### config.mk
export PLATFORM = sky130hd
export DESIGN_NAME = iterative_bit_counter_flat
export DESIGN_NICKNAME = d
export VERILOG_FILES = /design/src/rtl/iterative_bit_counter_if.sv /design/src/rtl/iterative_bit_counter.sv /design/src/flat_wrapper.sv
export SDC_FILE = /design/constraint.sdc
export NUM_CORES = 1
export LEC_CHECK = 0
export CORE_MARGIN = 3
export CORE_UTILIZATION = 54
export DETAILED_ROUTE_END_ITERATION = 12
export PLACE_DENSITY = 0.83
export SLEW_MARGIN = 20
export SYNTH_ARGS = -nofsm -noshare
export SYNTH_HDL_FRONTEND = slang
export SYNTH_SLANG_ARGS = --single-unit
export TNS_END_PERCENT = 30
### constraint.sdc
create_clock -name clk -period 4.3 [get_ports clk]
set_input_delay 0.86 -clock clk [delete_from_list [all_inputs] [get_ports clk]]
set_output_delay 0.86 -clock clk [all_outputs]
set_load 0.01 [all_outputs]
### src/rtl/iterative_bit_counter_if.sv
// iterative_bit_counter_if: operand/result handshake bundle for the iterative bit counter
interface iterative_bit_counter_if #(parameter int WIDTH = 8);
  localparam int QW = $clog2(WIDTH + 1);
  logic load;
  logic [1:0] mode;
  logic [WIDTH-1:0] a;
  logic [QW-1:0] q;
  logic busy;
  logic done;
  modport master(output load, mode, a, input q, busy, done);
  modport slave(input load, mode, a, output q, busy, done);
endinterface

### src/rtl/iterative_bit_counter.sv
// iterative_bit_counter: multi-cycle popcount / tz / lz / parity over STEP bits per clock
module iterative_bit_counter #(
  parameter int WIDTH = 8,
  parameter int STEP = 1
) (
  input logic clk,
  input logic rst,
  iterative_bit_counter_if.slave bus
);
  localparam int QW = $clog2(WIDTH + 1);
  localparam int N = WIDTH / STEP;
  localparam int BW = N > 1 ? $clog2(N) : 1;
  if (WIDTH < 2 || WIDTH % STEP != 0) begin : g_bad_params
    $error("iterative_bit_counter: WIDTH must be >= 2 and a multiple of STEP");
  end
  typedef enum logic {IDLE, BUSY} state_t;
  state_t state, state_n;
  logic [WIDTH-1:0] sr, rev;
  logic [QW-1:0] acc, acc_n, q;
  logic [BW-1:0] beat;
  logic [1:0] md;
  logic seen, seen_n, done, last;
  assign last = state == BUSY && beat == BW'(N - 1);
  assign bus.busy = state == BUSY;
  assign bus.q = q;
  assign bus.done = done;
  // state register
  always_ff @(posedge clk) begin
    if (rst) state <= IDLE;
    else state <= state_n;
  end
  // next state: leave IDLE on load, return on the final beat
  always_comb begin
    state_n = state;
    if (state == IDLE && bus.load) state_n = BUSY;
    else if (last) state_n = IDLE;
  end
  // leading-zero count reuses the trailing-zero path on the reversed operand
  always_comb begin
    rev = '0;
    for (int i = 0; i < WIDTH; i++) rev[i] = bus.a[WIDTH-1-i];
  end
  // fold the low STEP bits of the shift register into the accumulator, LSB first
  always_comb begin
    acc_n = acc;
    seen_n = seen;
    for (int i = 0; i < STEP; i++) begin
      if (md == 2'b00) acc_n = acc_n + QW'(sr[i]);
      else if (md == 2'b11) acc_n[0] = acc_n[0] ^ sr[i];
      else if (!seen_n) begin
        if (sr[i]) seen_n = 1'b1;
        else acc_n = acc_n + QW'(1);
      end
    end
  end
  // datapath: capture on load, shift/accumulate while busy, publish on the last beat
  always_ff @(posedge clk) begin
    if (rst) begin
      q <= '0;
      done <= 1'b0;
      beat <= '0;
      acc <= '0;
      seen <= 1'b0;
      sr <= '0;
      md <= 2'b00;
    end else begin
      done <= last;
      if (state == IDLE && bus.load) begin
        md <= bus.mode;
        sr <= bus.mode == 2'b10 ? rev : bus.a;
        acc <= '0;
        seen <= 1'b0;
        beat <= '0;
      end else if (state == BUSY) begin
        sr <= sr >> STEP;
        acc <= acc_n;
        seen <= seen_n;
        beat <= beat + BW'(1);
        if (last) q <= acc_n;
      end
    end
  end
endmodule

### src/flat_wrapper.sv
// flat-port wrapper written by rule: the top's interface ports become plain ports
module iterative_bit_counter_flat 
#(
  parameter int WIDTH = 8,
  parameter int STEP = 1
)
  (clk, rst, bus_load, bus_mode, bus_a, bus_q, bus_busy, bus_done);
  iterative_bit_counter_if #(.WIDTH(WIDTH)) bus_i ();
  input logic clk;
  input logic rst;
  input wire logic [$bits(bus_i.load)-1:0] bus_load;
  input wire logic [$bits(bus_i.mode)-1:0] bus_mode;
  input wire logic [$bits(bus_i.a)-1:0] bus_a;
  output wire logic [$bits(bus_i.q)-1:0] bus_q;
  output wire logic [$bits(bus_i.busy)-1:0] bus_busy;
  output wire logic [$bits(bus_i.done)-1:0] bus_done;
  assign bus_i.load = bus_load;
  assign bus_i.mode = bus_mode;
  assign bus_i.a = bus_a;
  assign bus_q = bus_i.q;
  assign bus_busy = bus_i.busy;
  assign bus_done = bus_i.done;
  iterative_bit_counter #(.WIDTH(WIDTH), .STEP(STEP)) u_core (.clk(clk), .rst(rst), .bus(bus_i));
endmodule
==> results.sh, run 1 <==
export IMPL_n_antenna_cell=0
export IMPL_cts_buffers=3
export IMPL_io_pins=19
export IMPL_grt_usage_pct=17.91
export IMPL_synth_area_mm2=0.001227
export IMPL_seq_area_frac_synth_pct=39.14
export IMPL_crit_required_ns=4.55
export IMPL_cellLeakagePower_nw=0.5864
export IMPL_vias=983
export IMPL_post_drt_wl_per_cell_um=12.85
export IMPL_ctsHoldBuffers=0
export IMPL_initial_core_util_pct=59.53
export IMPL_die_area_mm2=0.002881
export IMPL_max_freq_mhz=416.7
export IMPL_power_density_mw_per_mm2=320.8
export IMPL_nFillCells=158
export IMPL_post_cts_buffers=0
export IMPL_grt_max_degree=29
export IMPL_dp_slack_ns=1.570
export IMPL_setup_tns_final_ns=0
export IMPL_cts_tree="built"
export IMPL_grt_pass1_vias=882
export IMPL_fin_ws_ns=1.900
export IMPL_skew_ns=0.001581
export IMPL_regArea_um2=480.5
export IMPL_ys_ff_latch=24
export IMPL_endpoint_kind="register"
export IMPL_core_area_mm2=0.002062
export IMPL_final_common_cell="dfxtp_1"
export IMPL_min_period_ns=2.400
export IMPL_clockBufferDepth=2
export IMPL_synthToLayoutAreaGrowth_pct=18.65
export IMPL_maxSlewHeadroom_pct=44.56
export IMPL_final_cell_mix="dfxtp_1 (24), nor2_1 (20), clkdlybuf4s50_1 (18), a21oi_1 (11), mux2i_1 (11)"
export IMPL_antenna_left=0
export IMPL_grt_overflow_total=0
export IMPL_tightest_slew_ns=0.8300
export IMPL_drive_gt1_share_pct=6.757
export IMPL_rows=16
export IMPL_path_max_fanout=8
export IMPL_multi_input_area_um2=690.7
export IMPL_hpwl_um=1732
export IMPL_rsz0062_at_grt="false"
export IMPL_drc=0
export IMPL_nNetsFinal=169
export IMPL_period_share_pct=55.81
export IMPL_die_height_um=53.68
export IMPL_dr_first_iter_drc_count=13
export IMPL_min_path_type="register to register"
export IMPL_root_buffer="clkbuf_4"
export IMPL_viasPerCell=5.617
export IMPL_htree_levels=1
export IMPL_first_pass_iters=4
export IMPL_drv_slew=0
export IMPL_hold_violations=0
export IMPL_setup_viol=0
export IMPL_die_w_um=53.68
export IMPL_ir_drop_mv=0.3767
export IMPL_wirelength_um=2249
export IMPL_synth_cell_types=35
export IMPL_status="complete, no violations"
export IMPL_synthCells=134
export IMPL_cts_sinks=24
export IMPL_antenna_found_initial=0
export IMPL_gp_congestion=0.6760
export IMPL_path_class="primary input to register"
export IMPL_ys_warn_count=0
export IMPL_maxCapViolCount=0
export IMPL_syn_nets=154
export IMPL_cp_start_kind="primary input"
export IMPL_avgSynthCellArea_um2=9.160
export IMPL_cts_resized=0
export IMPL_clk_latency_ns=0.31
export IMPL_port_buffers=18
export IMPL_clkTransAtPathRegs_ns=0.12
export IMPL_cp_arrival_ns=2.65
export IMPL_grt_pass1_wl_um=3691
-- synthesized netlist by cell type (all sizes together) --
| cell | number | share of area [%] |
|---|---|---|
| and2 | 1 | 0.51 |
| xor2 | 1 | 0.71 |
| a22o | 5 | 3.6 |
| o41ai | 1 | 0.71 |
| dfxtp | 24 | 39 |
| and2b | 1 | 0.61 |
| or3 | 1 | 0.51 |
| o21ai | 3 | 1.2 |
| ha | 7 | 7.1 |
| nor2 | 20 | 6.1 |
| o2111ai | 1 | 0.71 |
| clkbuf | 1 | 0.31 |
| nor2b | 4 | 2.0 |
| a211o | 7 | 5.0 |
| buf | 8 | 3.4 |
| a2111oi | 1 | 0.82 |
| o211ai | 1 | 0.61 |
| nand2b | 1 | 0.51 |
| a31oi | 1 | 0.51 |
| inv | 3 | 0.92 |
| o21a | 1 | 0.61 |
| mux2 | 2 | 2.1 |
| xnor2 | 3 | 2.1 |
| a21oi | 11 | 4.5 |
| or2 | 1 | 0.51 |
| nor3 | 1 | 0.82 |
| a22oi | 2 | 1.6 |
| nor4b | 1 | 0.71 |
| nand2 | 8 | 2.4 |
| mux2i | 11 | 9.0 |
| nor4 | 1 | 0.51 |
-- per-stage QoR --
step	total power, mW	cell area (µm²)	hold slack, ns	cells	util, %
finish	0.4673	1456	0.4711	175	70.63
global route	0.4867	1456	0.4900	175	70.63
CTS	0.4733	1456	0.4729	175	70.63
detailed placement	0.3127	1404	0.4539	171	68.08
global placement	0.3091	1404	0.4456	171	68.08
floorplan	0.2911	1227	0.4413	134	-
-- logic make-up (layout without fill, tap and decap cells) --
group | after synthesis | in the layout | synth area share, %
AOI/OAI and AO/OA | 34 | 34 | 19.88
xor gates and xnor gates | 4 | 4 | 2.855
adders and majority gates | 7 | 7 | 7.135
buffers and inverters | 12 | 26 | 4.587
DFF | 24 | 24 | 39.14
muxes | 13 | 13 | 11.11
and+or+nand+nor | 40 | 40 | 15.29
-- power by group --
group	switching, mW	leakage (nW)	internal, mW
logic	0.0349	0.363	0.0349
clock network	0.0656	0.0279	0.0943
registers	0.00617	0.196	0.231
-- critical path, cell delays in order --
cell             delay (ns)
clkdlybuf4s50_1        0.47
nor2b_1                0.67
mux2i_1                0.19
a211o_1                0.32
a21oi_1                0.14
-- layer usage --
layer	global-route usage (%)	vias up	routed length [µm]
met5	0	-	0
met1	18.27	457	958
met4	7.660	0	35
li1	-	500	-
met2	34.68	21	1156
met3	3.324	5	97
-- sequential cells by signal (all words and copies together) (netlist names) --
register and count:
u_core.bus.done 1, u_core.bus.q 4, u_core.sr 8, u_core.seen 1, u_core.bus.busy 1, u_core.beat 3
u_core.md 2, u_core.acc 4
-- final cells by class --
type,count,area share (%)
multi-input combinational,98,47.42
inverter,3,0.7732
tap,27,2.320
clock buffer,3,1.546
sequential,24,32.99
clock inverter,1,2.062
timing repair buffer,19,12.89
-- final timing paths --
path | start | endpoint | slack, ns | cells past startpoint
worst max-delay path | bus_mode[1] | u_core.sr[0] | 1.90 | 5
worst min-delay path | u_core.sr[3] | u_core.sr[2] | 0.47 | 2
worst max register to register | u_core.md[0] | u_core.bus.q[1] | 2.61 | 5
worst min register to register | u_core.sr[3] | u_core.sr[2] | 0.47 | 2
Power figures use the tool's default switching activity.
==> inputs of run 2 (changes only) <==
--- a/config.mk
+++ b/config.mk
@@ -6,9 +6,9 @@
 export NUM_CORES = 1
 export LEC_CHECK = 0
 export CORE_MARGIN = 3
-export CORE_UTILIZATION = 54
+export CORE_UTILIZATION = 52
 export DETAILED_ROUTE_END_ITERATION = 12
-export PLACE_DENSITY = 0.83
+export PLACE_DENSITY = 0.8
 export SLEW_MARGIN = 20
 export SYNTH_ARGS = -nofsm -noshare
 export SYNTH_HDL_FRONTEND = slang
==> constraint.sdc (replaced) <==
create_clock -name clk -period 2.4 [get_ports clk]
set_input_delay 0.48 -clock clk [delete_from_list [all_inputs] [get_ports clk]]
set_output_delay 0.48 -clock clk [all_outputs]
set_load 0.01 [all_outputs]
==> run 2 against run 1 <==
Against the previous run: clock skew grew 0.0015 ns; die area up 3.4%; routed wire length rose by 6.8%; core utilization decreased by 0.27 points; largest power group unchanged.
==> results.sh, run 2 (synthesis gave the netlist of run 1 again) <==
export IMPL_status="complete, no violations"
export IMPL_grt_max_degree=29
export IMPL_r2r_cells=5
export IMPL_nNetsFinal=172
export IMPL_placed_area_mm2=0.001426
export IMPL_final_cell_mix="dfxtp_1 (24), nor2_1 (20), clkdlybuf4s50_1 (18), a21oi_1 (11), mux2i_1 (11)"
export IMPL_ir_drop_mv=0.4183
export IMPL_ctsHoldBuffers=0
export IMPL_min_to="u_core.sr[0]"
export IMPL_first_pass_iters=4
export IMPL_dr_first_iter_drc_count=13
export IMPL_cts_tree="built"
export IMPL_hpwl_um=1802
export IMPL_setup_viol=0
export IMPL_slowest_delay_ns=0.52
export IMPL_final_util_pct=70.36
export IMPL_skew_ns=0.003093
export IMPL_crit_required_ns=2.66
export IMPL_drive_gt1_share_pct=8.609
export IMPL_cts_buffers=3
export IMPL_r2r_slack_ns=0.66
export IMPL_setup_tns_final_ns=0
export IMPL_post_cts_buffers=0
export IMPL_power_density_mw_per_mm2=573.8
export IMPL_die_height_um=54.59
export IMPL_cp_arrival_ns=2.01
export IMPL_cts_resized=0
export IMPL_root_buffer="clkbuf_4"
export IMPL_crit_slowest_cell="o41ai_1"
export IMPL_cts_sinks=24
export IMPL_min_path_cells=2
export IMPL_path_class="register to register"
export IMPL_max_freq_mhz=574.3
export IMPL_clockBufferDepth=2
export IMPL_maxCapViolCount=0
export IMPL_tightest_slew_ns=0.6232
export IMPL_timing_hold_ws_ns=0.4744
export IMPL_wirelength_um=2402
export IMPL_dp_cells=174
export IMPL_largest_reg_flops=8
export IMPL_drc=0
export IMPL_antenna_found_initial=0
export IMPL_hold_path_startpoint="u_core.sr[1]"
export IMPL_worstPathCellList="ha_1 -> and2b_1 -> o41ai_1 -> mux2i_1 -> nor2_1"
export IMPL_cp_start_kind="register"
export IMPL_nFillCells=159
export IMPL_top_regs="u_core.sr: 8 flops, u_core.acc: 4 flops, u_core.bus.q: 4 flops"
export IMPL_p_total_mw=0.8486
export IMPL_io_pins=19
export IMPL_synthToLayoutAreaGrowth_pct=20.49
export IMPL_die_w_um=54.59
export IMPL_rr_endpoint="u_core.acc[0]"
export IMPL_port_buffers=18
export IMPL_die_area_mm2=0.002980
export IMPL_core_area_mm2=0.002102
export IMPL_htree_levels=1
export IMPL_cellLeakagePower_nw=0.6012
export IMPL_initial_core_util_pct=58.39
export IMPL_grt_pass1_vias=912
export IMPL_reg2reg_from="u_core.sr[0]"
export IMPL_maxSlewHeadroom_pct=57.91
export IMPL_min_period_ns=1.741
export IMPL_rsz0062_at_grt="false"
export IMPL_fin_ws_ns=0.6588
export IMPL_gp_congestion=0.7105
export IMPL_grt_usage_pct=18.30
export IMPL_final_cells=178
export IMPL_final_common_cell="dfxtp_1"
export IMPL_endpoint_kind="register"
export IMPL_hold_violations=0
export IMPL_clk_latency_ns=0.32
export IMPL_rows=16
export IMPL_grt_pass1_wl_um=3898
export IMPL_antenna_left=0
export IMPL_fin_area_mm2=0.001479
export IMPL_period_share_pct=72.55
export IMPL_n_antenna_cell=0
export IMPL_grt_overflow_total=0
export IMPL_viasPerCell=5.522
export IMPL_post_drt_wl_per_cell_um=13.49
export IMPL_vias=983
export IMPL_dp_slack_ns=0.5025
export IMPL_path_max_fanout=6
export IMPL_min_path_type="register to register"
export IMPL_clkTransAtPathRegs_ns=0.13
export IMPL_drv_slew=0
export IMPL_largest_register="u_core.sr"
[run 2: cell types whose count changed in the layout (fill, tap and decap cells not counted), sizes merged]
cell and delta:
buf +3
[run 2: worst max-delay path: cells and delay by family, from the launching register on]
family	cells	cell delay, ns
adders and majority gates	1	0.28
AOI/OAI and AO/OA	1	0.52
DFF	1	0.46
and+or+nand+nor	2	0.27
muxes	1	0.16
[run 2: layer usage]
layer,part of all wire [%],up-vias,global-route usage (%)
met2,51,11,31.30
li1,-,509,-
met3,2.0,2,2.452
met5,0,-,0
met4,0.87,0,8.714
met1,46,461,22.32
[run 2: cell type report]
| type | instances | area [µm²] | area share (%) |
|---|---|---|---|
| multi-input cells | 98 | 690.7 | 46.70 |
| clock inverters | 1 | 30.03 | 2.030 |
| inverters | 3 | 11.26 | 0.7614 |
| repair buffers | 22 | 210.2 | 14.21 |
| well taps | 27 | 33.78 | 2.284 |
| clock buffers | 3 | 22.52 | 1.523 |
| flip-flops and latches | 24 | 480.5 | 32.49 |
[run 2: worst max-delay path by stage]
stage,from,end,slack (ns),cells past startpoint
2_1_floorplan,u_core.md[0],u_core.bus.q[1],0.82,5
3_5_place_dp,bus_mode[1],u_core.sr[5],0.50,6
3_3_place_gp,bus_mode[1],u_core.sr[6],0.55,6
4_1_cts,u_core.sr[0],u_core.acc[0],0.67,5
6_report,u_core.sr[0],u_core.acc[0],0.66,5
5_1_grt,u_core.sr[0],u_core.acc[0],0.56,5
[run 2: power breakdown]
part / total (mW) / switching [mW] / internal (mW)
logic: 0.130 / 0.0648 / 0.0656
clock network: 0.293 / 0.124 / 0.169
registers: 0.426 / 0.0109 / 0.415
total: 0.849 / 0.199 / 0.649
